`src/rtl/generic_bus_burst_adapter.sv`:
```
// rtl/generic_bus_burst_adapter.sv - splits one block-wide request into single-word beats
// INCR or WRAP (critical-word-first) ordering; first downstream error aborts the burst.
module generic_bus_burst_adapter #(
  parameter int BLOCK_SIZE    = 4,
  parameter int BURST_MODE    = 0,
  parameter int RAM_ADDR_SIZE = 32,
  parameter int WORD_SIZE     = 32
) (
  input  logic                            CLK,
  input  logic                            RST,
  input  logic [RAM_ADDR_SIZE-1:0]        up_addr,
  input  logic                            up_ren,
  input  logic                            up_wen,
  input  logic [WORD_SIZE*BLOCK_SIZE-1:0] up_wdata,
  input  logic [3:0]                      up_byte_en,
  output logic [WORD_SIZE*BLOCK_SIZE-1:0] up_rdata,
  output logic                            up_busy,
  output logic                            up_error,
  output logic [RAM_ADDR_SIZE-1:0]        dn_addr,
  output logic                            dn_ren,
  output logic                            dn_wen,
  output logic [WORD_SIZE-1:0]            dn_wdata,
  output logic [3:0]                      dn_byte_en,
  input  logic [WORD_SIZE-1:0]            dn_rdata,
  input  logic                            dn_busy,
  input  logic                            dn_error
);

  localparam int IDXW = $clog2(BLOCK_SIZE);
  localparam int OFFW = IDXW + 2;
  localparam logic [RAM_ADDR_SIZE-1:0] OFF_MASK = RAM_ADDR_SIZE'((1 << OFFW) - 1);

  typedef enum logic [1:0] {IDLE, BEAT, DONE, ERR} state_t;

  state_t                            state;
  logic [IDXW-1:0]                   c;
  logic [IDXW-1:0]                   s_l;
  logic                              write_l;
  logic                              err_flag;
  logic [RAM_ADDR_SIZE-1:0]          base_l;
  logic [WORD_SIZE*BLOCK_SIZE-1:0]   wdata_l;

  logic [IDXW-1:0]                   up_s;
  logic [IDXW-1:0]                   w0;
  logic [IDXW-1:0]                   w_cur;
  logic [IDXW-1:0]                   w_next;
  logic [RAM_ADDR_SIZE-1:0]          up_base;
  logic [WORD_SIZE-1:0]              up_word0;
  logic [WORD_SIZE-1:0]              next_word;
  logic                              last_beat;

  function automatic logic [RAM_ADDR_SIZE-1:0] word_addr(
    input logic [RAM_ADDR_SIZE-1:0] base,
    input logic [IDXW-1:0]          w
  );
    return base | {{(RAM_ADDR_SIZE-OFFW){1'b0}}, w, 2'b00};
  endfunction

  // The word index wraps naturally in IDXW bits, which gives both INCR and WRAP order.
  always_comb begin
    up_s      = up_addr[OFFW-1:2];
    up_base   = up_addr & ~OFF_MASK;
    w0        = (BURST_MODE != 0) ? up_s : '0;
    w_cur     = (BURST_MODE != 0) ? (s_l + c) : c;
    w_next    = w_cur + 1'b1;
    last_beat = (c == IDXW'(BLOCK_SIZE - 1));
    up_word0  = '0;
    next_word = '0;
    for (int i = 0; i < BLOCK_SIZE; i++) begin
      if (w0 == IDXW'(i)) up_word0 = up_wdata[i*WORD_SIZE +: WORD_SIZE];
      if (w_next == IDXW'(i)) next_word = wdata_l[i*WORD_SIZE +: WORD_SIZE];
    end
  end

  always_ff @(posedge CLK) begin
    if (RST) begin
      state      <= IDLE;
      c          <= '0;
      s_l        <= '0;
      write_l    <= 1'b0;
      err_flag   <= 1'b0;
      base_l     <= '0;
      wdata_l    <= '0;
      up_rdata   <= '0;
      dn_addr    <= '0;
      dn_wdata   <= '0;
      dn_byte_en <= '0;
    end else begin
      case (state)
        IDLE: begin
          if (up_ren && up_wen) begin
            state <= ERR;
          end else if (up_ren || up_wen) begin
            state      <= BEAT;
            c          <= '0;
            err_flag   <= 1'b0;
            s_l        <= up_s;
            write_l    <= up_wen;
            base_l     <= up_base;
            wdata_l    <= up_wdata;
            dn_addr    <= word_addr(up_base, w0);
            dn_wdata   <= up_wen ? up_word0 : '0;
            dn_byte_en <= up_byte_en;
          end
        end
        BEAT: begin
          if (!dn_busy) begin
            if (!write_l) begin
              for (int i = 0; i < BLOCK_SIZE; i++) begin
                if (w_cur == IDXW'(i)) up_rdata[i*WORD_SIZE +: WORD_SIZE] <= dn_rdata;
              end
            end
            if (dn_error || last_beat) begin
              err_flag <= dn_error;
              state    <= DONE;
            end else begin
              c        <= c + 1'b1;
              dn_addr  <= word_addr(base_l, w_next);
              dn_wdata <= write_l ? next_word : '0;
            end
          end
        end
        DONE:    state <= IDLE;
        ERR:     state <= IDLE;
        default: state <= IDLE;
      endcase
    end
  end

  // Handshake outputs are pure decodes of the state flops.
  assign up_busy  = !(state == DONE || state == ERR);
  assign up_error = (state == ERR) || (state == DONE && err_flag);
  assign dn_ren   = (state == BEAT) && !write_l;
  assign dn_wen   = (state == BEAT) && write_l;

endmodule

```
`config.mk`:
```
export PLATFORM = sky130hd
export DESIGN_NAME = generic_bus_burst_adapter
export DESIGN_NICKNAME = d
export VERILOG_FILES = /design/src/rtl/generic_bus_burst_adapter.sv
export SDC_FILE = /design/constraint.sdc
export NUM_CORES = 1
export LEC_CHECK = 0
export ABC_CLOCK_PERIOD_IN_PS = 1800
export CORE_MARGIN = 2
export CORE_UTILIZATION = 40
export CTS_CLUSTER_DIAMETER = 30
export CTS_CLUSTER_SIZE = 16
export DETAILED_ROUTE_END_ITERATION = 16
export PLACE_DENSITY = 0.72
export REMOVE_ABC_BUFFERS = 1
export SLEW_MARGIN = 20
export SYNTH_ARGS = -nofsm -noshare
export SYNTH_HDL_FRONTEND = slang
export SYNTH_SLANG_ARGS = --single-unit
```
`constraint.sdc`:
```
create_clock -name CLK -period 1.8 [get_ports CLK]
set_input_delay 0.27 -clock CLK [delete_from_list [all_inputs] [get_ports CLK]]
set_output_delay 0.27 -clock CLK [all_outputs]
set_load 0.005 [all_outputs]
```
-- Word-level counts from Yosys, hierarchy flattened
Index checks and enable logic that the tools add are counted.
- eq/ne operators: 15
- multiplexer cells: 31
- bitwise logic cells: 4
- reductions and logical operators: 23
- add/subtract/negate cells: 1
- operator list (operator ; number):
    32-bit two-way mux ; 14
    32-bit one-hot mux with 2 select lines ; 2
    32-bit by 4-bit OR with 32-bit output ; 1
    2-bit two-way mux ; 8
    4-bit AND reduction ; 4
    2-bit equality test, second input constant ; 6
    2-bit inequality test, second input constant ; 5
    5-bit AND reduction ; 2
    2-bit by 1-bit equality test with 1-bit output, second input constant ; 3
    2-bit zero test ; 3
    2-bit one-hot mux with 3 select lines ; 1
    3-bit AND reduction ; 2
    1-bit logical AND ; 4
    1-bit logical OR ; 4
    1-bit two-way mux ; 4
    2-bit one-hot mux with 2 select lines ; 1
    3-bit inequality test, second input constant ; 1
    1-bit NOT ; 3
    2-bit by 1-bit adder with 2-bit output, second input constant ; 1
    1-bit zero test ; 2
    1-bit one-hot mux with 2 select lines ; 1
    2-bit nonzero test ; 1
    2-bit OR reduction ; 1
- output and inout port bits: 200
- flip-flop bits (word level): 358
- word-level logic and storage cells: 87
- bits of input ports: 202

-- Logic depth before layout (Yosys ltp)
- word-level depth: 10
- mapped depth: 8
- gate-level depth less buffers: 6

-- Worst setup path before layout
Ideal clock, no wire load.
- kind: reg2reg
- start point: reg c[0]
- end point: reg dn_wdata[10]
- slack: -0.215 ns
- required time: 1.654 ns
- arrival: 1.869 ns
- cell stages (with the launch flop): 9
- library setup time: 0.146 ns
- clock period less this slack: 2.015 ns
- path buffers: 2
- cells stage by stage: dfxtp_1 > inv_1 > ha_1 > clkbuf_1 > nor2_1 > clkbuf_1 > o211ai_1 > a32oi_1 > a211oi_2
- cells in the longest elaborated chain, start to end: 10
- elaborated cells between the ends (all ways): 17
- those cells by class: 1 x add/sub; 5 x eq/ne; 8 x mux; 3 x reduce/logical
- ends and longest elaborated chain (item ; line ; text):
    start: declaration ; 36 ; logic [IDXW-1:0] c;
    start signal: assignment ; 117 ; c <= c + 1'b1;
    2-bit by 1-bit adder with 2-bit output ; 65 ; w_next = w_cur + 1'b1;
    2-bit zero test ; 71 ; if (w_next == IDXW'(i)) next_word = wdata_l[i*WORD_SIZE +: WORD_SIZE];
    32-bit two-way mux (4 in a row) ; 71 ;
    32-bit two-way mux ; 119 ; dn_wdata <= write_l ? next_word : '0;
    32-bit two-way mux ; 113 ; if (dn_error || last_beat) begin
    32-bit two-way mux ; 107 ; if (!dn_busy) begin
    32-bit one-hot mux with 2 select lines ; 89 ; case (state)
    end signal: assignment ; 102 ; dn_wdata <= up_wen ? up_word0 : '0;
    end signal: assignment ; 119 ;
    end: declaration ; 22 ; output logic [WORD_SIZE-1:0] dn_wdata,
Parallel ways exist; a longest one is shown, timed or not. The select of a mux whose other input is x is not followed.
A chain may end at the register's enable or synchronous reset.

-- Final worst setup path
- start point: reg c[0]
- end point: reg dn_wdata[7]
Same word-level chain as after synthesis.

==> impl_metrics.ini <==
[placement]
port_buffers = 395
hpwl_um = 31090
globalplace.congestion = 0.8377
place_ws_ns = -0.3222
place_inst = 2595

[timing]
finalCritPeriodShare_pct = 99.76
post-route-min-period_ns = 1.796
fin_skew_ns = 0.01469
worst_slack_ns = 0.004290
drv_slew = 0
hold_viol = 0
max_freq_ghz = 0.5569
finalSetupViolCount = 0
rsz0062_at_grt = yes

[routing]
antenna_left = 0
vias = 14310
drc = 0
dr.pass1.iters = 5
totalWireLength_um = 47730
dr.first_iter.drc_count = 786
vias_per_cell = 5.228
avgRoutedWirePerCell_um = 17.44

[power_and_ir_drop]
max-vdd-ir-drop_mv = 0.7320
power_leakage_nw = 7.960
pwr_density_cell_mw_per_mm2 = 1154
p_total_mw = 25.33

[cts]
path_clk_slew_ns = 0.05
clockBufferDepth = 3
numCtsBuffers = 72
clock_latency_ns = 0.58
cts_root_buf = clkbuf_16
cts-htree-levels = 3
tritoncts = done
clkSinkCount = 354

[die]
placementRows = 68
fp.dieH_um = 191.7
die_area_sq_mm = 0.03675
core_area_sq_mm = 0.03463
ios = 402
start_util_pct = 40.70
die_w_um = 191.7

[layout]
regArea_sq_mm = 0.007098
num-nets-final = 2435
final_layout_size_suffix_gt1_share_pct = 13.33
fillCellCount = 2847
areaGrowthSynthToFinish_pct = 55.67
instances_no_fill = 2737
multi_input_area_sq_mm = 0.006469

[logic_synthesis]
synth_edf_count = 0
synth_cells = 1797
synth_cell_types = 38
synth-seq-cells = 354
syn_avg_cell_area_sq_um = 7.842
synth_area_sq_mm = 0.01409
yosysSeqAreaShare_pct = 50.29
synth_warnings = 0
ys.flop_type = dfxtp_1
async_reset_ff_share_pct = 0

[worst_setup_path]
critical_path_arrival_ns = 2.28
critical_path_class = flop to flop
critPathLaunchType = flop
cp_common_cell = buf_12
worstPathRequired_ns = 2.29
max_stage_delay_ns = 0.39
path_cells = ha_2 -> or3_4 -> o2bb2ai_4 -> buf_12 -> buf_12 -> nor2_1 -> a211oi_2
cp_slowest_cell = or3_4
setup.worst_path.end_class = flop
cp_max_fo = 14

[global_route]
grt_pass1_vias = 13910
grt_max_degree = 81
grt_usage_pct = 24.92
met3_usage_pct = 5.628
grt_pass1_wl_um = 72630
use_met1_pct = 30.02
gr-usage-met2_pct = 42.60
antenna_found_initial = 1
grt.busiest_layer = met2
grt.overflow.total = 0

[flow_run]
maxCapViolations = 0

[min_path]
worst_hold_path_type = input port to flop

[outcome]
outcome = completed
==> through the flow <==
stage / setup TNS, ns / hold slack (ns) / cell area [sq um] / util (%)
6_report: 0 / 0.2414 / 21940 / 63.35
5_1_grt: -2.367 / 0.2409 / 21930 / 63.34
4_1_cts: -0.03870 / 0.2250 / 21740 / 62.79
3_5_place_dp: -43.97 / 0.4458 / 19100 / 55.16
3_3_place_gp: -29.62 / 0.4408 / 19100 / 55.16
2_1_floorplan: -529.51 / 0.3346 / 13420 / -
==> what timing repair did <==
item                                    4_1_cts  5_1_grt
endpoints found under the setup margin       75       82
resized for setup                            33       29
buffers inserted                              4        3
pin swaps                                     4       10
hold endpoints to repair                      5        0
cloned                                        1        3
hold buffers                                  1        0
==> cells in the mapped netlist (2+ instances only) <==
| library cell | count | area (sq um) |
|---|---|---|
| and2_0 | 4 | 25.02 |
| a2bb2oi_1 | 2 | 17.52 |
| buf_4 | 8 | 60.06 |
| o21ai_0 | 33 | 165.2 |
| buf_2 | 51 | 255.2 |
| nor2_1 | 69 | 259.0 |
| a211oi_2 | 30 | 375.4 |
| buf_1 | 4 | 15.01 |
| dfxtp_1 | 354 | 7087 |
| clkbuf_1 | 87 | 326.6 |
| nor2b_1 | 33 | 206.5 |
| nand2_1 | 680 | 2552 |
| a32oi_1 | 32 | 280.3 |
| inv_1 | 2 | 7.510 |
| mux2i_1 | 28 | 280.3 |
| ha_1 | 7 | 87.58 |
| a21oi_1 | 291 | 1456 |
| o211ai_1 | 32 | 240.2 |
| clkbuf_4 | 2 | 15.01 |
| a211oi_1 | 30 | 225.2 |
==> final timing paths <==
kind / slack, ns / end / startpoint / cells past startpoint
max: 0.004 / dn_wdata[7] / c[0] / 7
min: 0.24 / wdata_l[106] / up_wdata[106] / 3
max reg2reg: 0.004 / dn_wdata[7] / c[0] / 7
min reg2reg: 0.45 / up_rdata[98] / up_rdata[98] / 2
==> cell type report <==
class,count,share of cell area (%)
Multi-Input combinational cell,1289,29.49
Clock buffer,82,8.704
Antenna cell,1,0.01141
Tap cell,455,2.595
Timing Repair Buffer,506,24.10
Sequential cell,354,32.36
Clock inverter,47,2.692
Inverter,3,0.05133
==> report_power, final <==
group | leakage (nW) | switching [mW] | internal, mW | total, mW
registers | 2.89 | 0.296 | 8.35 | 8.65
logic | 3.88 | 1.60 | 1.65 | 3.25
clock network | 1.19 | 4.56 | 8.88 | 13.4
total | 7.96 | 6.45 | 18.9 | 25.3
==> sequential cells by signal, indices dropped and copies added, names as in the netlist <==
name and cells:
write_l 1, err_flag 1, state 2, wdata_l 128, dn_byte_en 4, dn_wdata 32, c 1, up_rdata 128
dn_addr 29, base_l 28
==> worst max-delay path: cells and delay by family (launching register included) <==
kind                       cells  cell delay, ns
and+or+nand+nor                2            0.45
AOI/OAI and AO/OA              2            0.36
buffers and inverters          2            0.33
DFF                            1            0.35
adders and majority gates      1            0.20
==> cells in the final DEF (no fill, tap or decap), drive strengths merged, types with 2 or more instances in the layout <==
cell           Yosys  layout
clkbuf            89      86
clkdlybuf4s50      0     388
mux2i             28      28
a2bb2oi            2       2
nor2              69      69
nor2b             33      33
inv                3      11
clkinv             0      18
dlygate4sd2        0       3
o21ai             33      33
a32oi             32      32
conb               1       2
clkdlybuf4s15      0       2
nand2            680     680
buf               63     108
ha                 7       7
a21oi            291     291
clkinvlp           0      13
nor3               2       2
a211oi            60      60
and2               5       5
dfxtp            354     354
bufinv             0       8
o211ai            32      32
==> logic make-up (layout without fill, tap and decap cells) <==
logic type	count (synthesis)	count (layout)	share of synthesized area (%)
fa+ha+maj	7	7	0.6215
flops	354	354	50.29
other cells	1	3	0.02661
xor+xnor	2	2	0.1243
buf+inv	155	638	4.848
mux	28	28	1.989
compound gates	454	454	19.87
simple gates	796	796	22.23
==> routing by layer <==
metal  vias to the layer above  share of wire (%)
met5                         -                  0
met4                         0                3.2
met3                       104                8.3
met2                       640                 48
met1                      6709                 40
li1                       6855                  -
No activity file was read; power rests on OpenSTA's default activity.
